<file path="config.mk">
export PLATFORM = sky130hd
export DESIGN_NAME = compare_iter
export DESIGN_NICKNAME = d
export VERILOG_FILES = /design/src/rtl/compare_iter.sv
export SDC_FILE = /design/constraint.sdc
export NUM_CORES = 1
export LEC_CHECK = 0
export BUFFER_PORTS_ARGS = -buffer_cell sky130_fd_sc_hd__buf_2
export CORE_MARGIN = 1.5
export CORE_UTILIZATION = 48
export CTS_BUF_LIST = sky130_fd_sc_hd__clkbuf_8
export DETAILED_ROUTE_END_ITERATION = 10
export MAX_ROUTING_LAYER = met4
export PLACE_DENSITY_LB_ADDON = 0.15
export SETUP_SLACK_MARGIN = 0.05
export SLEW_MARGIN = 20
export SYNTH_ARGS = -nofsm -noshare
export SYNTH_HDL_FRONTEND = slang
export SYNTH_SLANG_ARGS = --single-unit
</file>
<file path="constraint.sdc">
create_clock -name clk_i -period 2.5 [get_ports clk_i]
set_clock_uncertainty 0.05 [all_clocks]
set_input_delay 0.25 -clock clk_i [delete_from_list [all_inputs] [get_ports clk_i]]
set_output_delay 0.25 -clock clk_i [all_outputs]
set_load 0.005 [all_outputs]
</file>
<file path="src/rtl/compare_iter.sv">
// Iterative slice-serial comparator for SLT/SLTU/SEQ/SNE.
// COMPARE_EARLY_EXIT_EN: finish on the first differing slice.
module compare_iter #(
  parameter int XLEN  = 32,
  parameter int CHUNK = 8
) (
  input  logic            clk_i,
  input  logic            rst_i,
  input  logic            valid_i,
  output logic            ready_o,
  input  logic [1:0]      op_i,
  input  logic [XLEN-1:0] rs1_i,
  input  logic [XLEN-1:0] rs2_i,
  output logic            valid_o,
  input  logic            ready_i,
  output logic [XLEN-1:0] rd_o
);

  localparam int NCH = XLEN / CHUNK;
  localparam int IW  = (NCH > 1) ? $clog2(NCH) : 1;

  localparam logic [1:0] OP_SLT  = 2'b00;
  localparam logic [1:0] OP_SLTU = 2'b01;
  localparam logic [1:0] OP_SEQ  = 2'b10;
  localparam logic [1:0] OP_SNE  = 2'b11;

  typedef enum logic [1:0] {
    IDLE,
    BUSY,
    DONE
  } state_t;

  state_t state_q, state_d;

  logic [XLEN-1:0] a_q, b_q, rd_q;
  logic [1:0]      op_q;
  logic [IW-1:0]   idx_q;

  logic [CHUNK-1:0] a_sl [NCH];
  logic [CHUNK-1:0] b_sl [NCH];

  for (genvar i = 0; i < NCH; i++) begin : g_sl
    assign a_sl[i] = a_q[i*CHUNK +: CHUNK];
    assign b_sl[i] = b_q[i*CHUNK +: CHUNK];
  end

  logic [CHUNK-1:0] sa, sb;
  logic diff, lt, any_diff, any_lt, last, res;

`ifndef COMPARE_EARLY_EXIT_EN
  logic found_q, lt_q;
`endif

  always_comb begin
    sa = a_sl[idx_q];
    sb = b_sl[idx_q];
    // Flipping the sign bit maps two's-complement order onto unsigned order
    if (op_q == OP_SLT && idx_q == IW'(NCH-1)) begin
      sa[CHUNK-1] = ~sa[CHUNK-1];
      sb[CHUNK-1] = ~sb[CHUNK-1];
    end
    diff = (sa != sb);
    lt   = (sa < sb);
`ifdef COMPARE_EARLY_EXIT_EN
    any_diff = diff;
    any_lt   = lt;
    last     = diff || (idx_q == '0);
`else
    any_diff = found_q || diff;
    any_lt   = found_q ? lt_q : lt;
    last     = (idx_q == '0);
`endif
    case (op_q)
      OP_SLT,
      OP_SLTU: res = any_lt;
      OP_SEQ:  res = ~any_diff;
      OP_SNE:  res = any_diff;
      default: res = 1'b0;
    endcase
  end

  always_comb begin
    state_d = state_q;
    ready_o = (state_q == IDLE);
    valid_o = (state_q == DONE);
    case (state_q)
      IDLE:    if (valid_i) state_d = BUSY;
      BUSY:    if (last)    state_d = DONE;
      DONE:    if (ready_i) state_d = IDLE;
      default: state_d = IDLE;
    endcase
  end

  always_ff @(posedge clk_i) begin
    if (rst_i) state_q <= IDLE;
    else       state_q <= state_d;
  end

  always_ff @(posedge clk_i) begin
    if (rst_i) begin
      a_q   <= '0;
      b_q   <= '0;
      op_q  <= '0;
      idx_q <= '0;
      rd_q  <= '0;
`ifndef COMPARE_EARLY_EXIT_EN
      found_q <= 1'b0;
      lt_q    <= 1'b0;
`endif
    end else if (state_q == IDLE && valid_i) begin
      a_q   <= rs1_i;
      b_q   <= rs2_i;
      op_q  <= op_i;
      idx_q <= IW'(NCH-1);
`ifndef COMPARE_EARLY_EXIT_EN
      found_q <= 1'b0;
      lt_q    <= 1'b0;
`endif
    end else if (state_q == BUSY) begin
      if (last) rd_q  <= {{(XLEN-1){1'b0}}, res};
      else      idx_q <= idx_q - IW'(1);
`ifndef COMPARE_EARLY_EXIT_EN
      // Latch the verdict of the most significant differing slice only
      if (!found_q && diff) begin
        found_q <= 1'b1;
        lt_q    <= lt;
      end
`endif
    end
  end

  assign rd_o = rd_q;

endmodule

</file>
==> results.yml <==
finish:
  instances_no_fill: 577
  area_growth_pct: 14.5
  regArea_um2: 1460
  drive_gt1_frac: 0.256
  fin_util: 0.575
  final_nets: 559
  fill_cells: 674
  antenna_cells: 0
  multi_input_area_um2: 1690
power_and_ir_drop:
  ir_drop_v: 0.000318
  total_power_w: 0.00265
  power_density_nw_per_um2: 672
  p_leak_nw: 1.70
sta:
  relSlewSlack: 0.552
  rsz0062_at_grt: "true"
  tightest_slew_ns: 0.672
  min_period_ns: 2.35
  fin_tns_setup_ns: 0
  post-route-period-util: 0.941
  setup_violations: 0
  hold_viol_final: 0
  slew_viol_final: 0
  clock.fmax_mhz: 425
  setup_ws_ns: 0.147
grt:
  antenna_found_initial: 0
  grt.total_usage: 0.205
  grt_pass1_wl_mm: 11.7
  grt_max_degree: 69
  grt_pass1_vias: 2433
  gr-total-overflow: 0
clocking:
  path_clk_slew_ns: 0.07
  clockRootBuffer: "clkbuf_8"
  clk_latency_ns: 0.33
  cts.sinks: 73
  htreeDepth: 3
  cts_buffers: 9
  cts_buffer_depth: 2
  cts_tree: "yes"
route:
  wirelength_mm: 7.12
  route.detailed.wl_per_inst_um: 12.3
  vias_per_cell: 4.87
  drcViolationCount: 0
  num_vias: 2810
  drtIter0Drc: 121
  antenna_left: 0
  dr.pass1.iters: 5
worst_setup_path:
  path_buf_inv: 2
  critPathLaunchType: "flop"
  cp_cell_sequence: "buf_12 > buf_4 > mux4_2 > ha_1 > nor2b_1 > o211ai_1 > a21oi_1 > o21ai_0 > o221a_2"
  cp_top_family: "compound AO/OA/AOI/OAI gates"
  critPathCaptureType: "flop"
  crit_type: "reg -> reg"
  critPathMaxStageDelay_ns: 0.48
  slowest_stage: "mux4_2"
  cp.arrival_ns: 2.59
  cp_max_fo: 8
  required_ns: 2.73
synthesis:
  synth_warnings: 0
  synth_area_um2: 3450
  ys_types: 30
  synth_top_cell_area_share: 0.424
  synth_edf_count: 0
  async_reset_ff_frac: 0
  ys_ff_latch: 73
  yosys.area.top_type: "dfxtp_1"
  syn_inst: 409
  yosysSeqAreaShare: 0.424
  yosys-top-cells-area: "dfxtp_1 (42%), nand2_1 (15%), a21oi_1 (11%)"
  synth_area_per_cell_um2: 8.43
  ys.flop_type: "dfxtp_1"
die:
  die_x_um: 87.8
  initial_core_util: 0.502
  dieArea_um2: 7700
  pin_count: 104
  fp-row-count: 30
  fp.dieH_um: 87.8
  coreArea_um2: 6870
run_status:
  outcome: "completed"
place:
  hpwl_mm: 5.16
  preCtsSetupSlack_ns: -0.000694
  dp.cells: 558
  gp_congestion: 0.805
  port_buffers: 72
hold_path:
  hp-class: "in -> reg"
flow_run:
  cap_violations: 0
synth_stat cells (2+ instances only):
library cell / number
nand2_1: 136
a21oi_1: 75
dfxtp_1: 73
buf_4: 33
mux4_2: 16
clkbuf_1: 10
ha_1: 10
inv_1: 10
buf_2: 9
nor2_1: 5
buf_6: 4
o21ai_0: 4
buf_1: 2
nand4_1: 2
nor2b_1: 2
nor3_1: 2
xnor2_1: 2
xor2_1: 2
state kept, by name, summed over array words and instances (netlist names):
name	count
rd_o	1
a_q	32
op_q	2
found_q	1
b_q	32
state_q	2
idx_q	2
lt_q	1
cell type report:
| cell class | instances | share of cell area |
|---|---|---|
| clock inverter | 3 | 0.00317 |
| tap | 96 | 0.0304 |
| multi-input combinational | 298 | 0.429 |
| sequential | 73 | 0.370 |
| clock buffer | 10 | 0.0348 |
| inverter | 10 | 0.00950 |
| timing repair buffer | 87 | 0.123 |
per-stage QoR:
step           hold WS (ns)  cell area, µm²
5_1_grt              0.0953            3950
3_5_place_dp          0.394            3740
6_report             0.0953            3950
4_1_cts              0.0806            3900
3_3_place_gp          0.392            3740
2_1_floorplan         0.336            3560
logic make-up (layout without fill, tap and decap cells):
| logic type | count (synthesis) | after routing | share of synthesized area |
|---|---|---|---|
| and+or+nand+nor | 154 | 154 | 0.178 |
| AOI/OAI and AO/OA | 83 | 83 | 0.125 |
| DFF | 73 | 73 | 0.424 |
| buffers and inverters | 68 | 110 | 0.122 |
| muxes | 16 | 16 | 0.104 |
| adders and majority gates | 10 | 10 | 0.0363 |
| xor gates and xnor gates | 4 | 4 | 0.0102 |
| other | 1 | 31 | 0.00109 |
power breakdown:
part / switching (W) / internal (W) / leakage (nW) / total, W
Combinational: 0.000318 / 0.000278 / 1.02 / 0.000595
Sequential: 0.0000548 / 0.00126 / 0.600 / 0.00131
Clock: 0.000385 / 0.000362 / 0.0865 / 0.000747
Total: 0.000757 / 0.00190 / 1.70 / 0.00265
repair_timing:
| action | 4_1_cts | 5_1_grt |
|---|---|---|
| gates resized for setup | 3 | 1 |
| hold buffers | 0 | 0 |
| setup endpoints to repair | 2 | 3 |
| setup buffers | 0 | 6 |
| pin swaps | 1 | 3 |
worst register-to-register path, stage by stage, from the launching register on:
cell,delay (ns)
dfxtp_2,0.36
buf_12,0.13
buf_4,0.10
mux4_2,0.48
ha_1,0.32
nor2b_1,0.14
o211ai_1,0.17
a21oi_1,0.08
o21ai_0,0.25
o221a_2,0.23
worst paths after layout:
| kind | from | end | slack (ns) | cells after the start |
|---|---|---|---|---|
| setup / recovery | idx_q[0] | lt_q | 0.15 | 9 |
| hold / removal | rs2_i[0] | b_q[0] | 0.1 | 3 |
| setup reg to reg | idx_q[0] | lt_q | 0.15 | 9 |
| hold reg to reg | b_q[25] | b_q[25] | 0.40 | 2 |
cells in the final DEF (no fill, tap or decap):
cell and count:
nand2_1 135, a21oi_1 75, dfxtp_1 72, buf_2 72, conb_1 31, mux4_2 16, buf_4 14, inv_1 12
ha_1 10, clkbuf_8 10, nor2_1 5, o21ai_0 3, xor2_1 2, xnor2_1 2, nor2b_1 2, nand4_1 2
nor2_2 1, nor3b_2 1, and2b_2 1, and2b_1 1, and2_2 1, nand2_2 1, nand2b_1 1, o21ai_1 1
a211oi_1 1, o211ai_1 1, o221a_2 1, or2_2 1, nor3_1 1, nor3_2 1, o2bb2ai_1 1, clkinv_2 1
dfxtp_2 1, buf_12 1
routing by layer:
metal / vias to the layer above / track usage / wire length [µm] / share of wire
met5: - / - / 0 / 0
met4: 0 / 0.0736 / 76 / 0.011
met3: 8 / 0.0349 / 478 / 0.067
met2: 95 / 0.296 / 3290 / 0.46
met1: 1278 / 0.289 / 3280 / 0.46
li1: 1429 / - / - / -
Power figures use the tool's default switching activity.
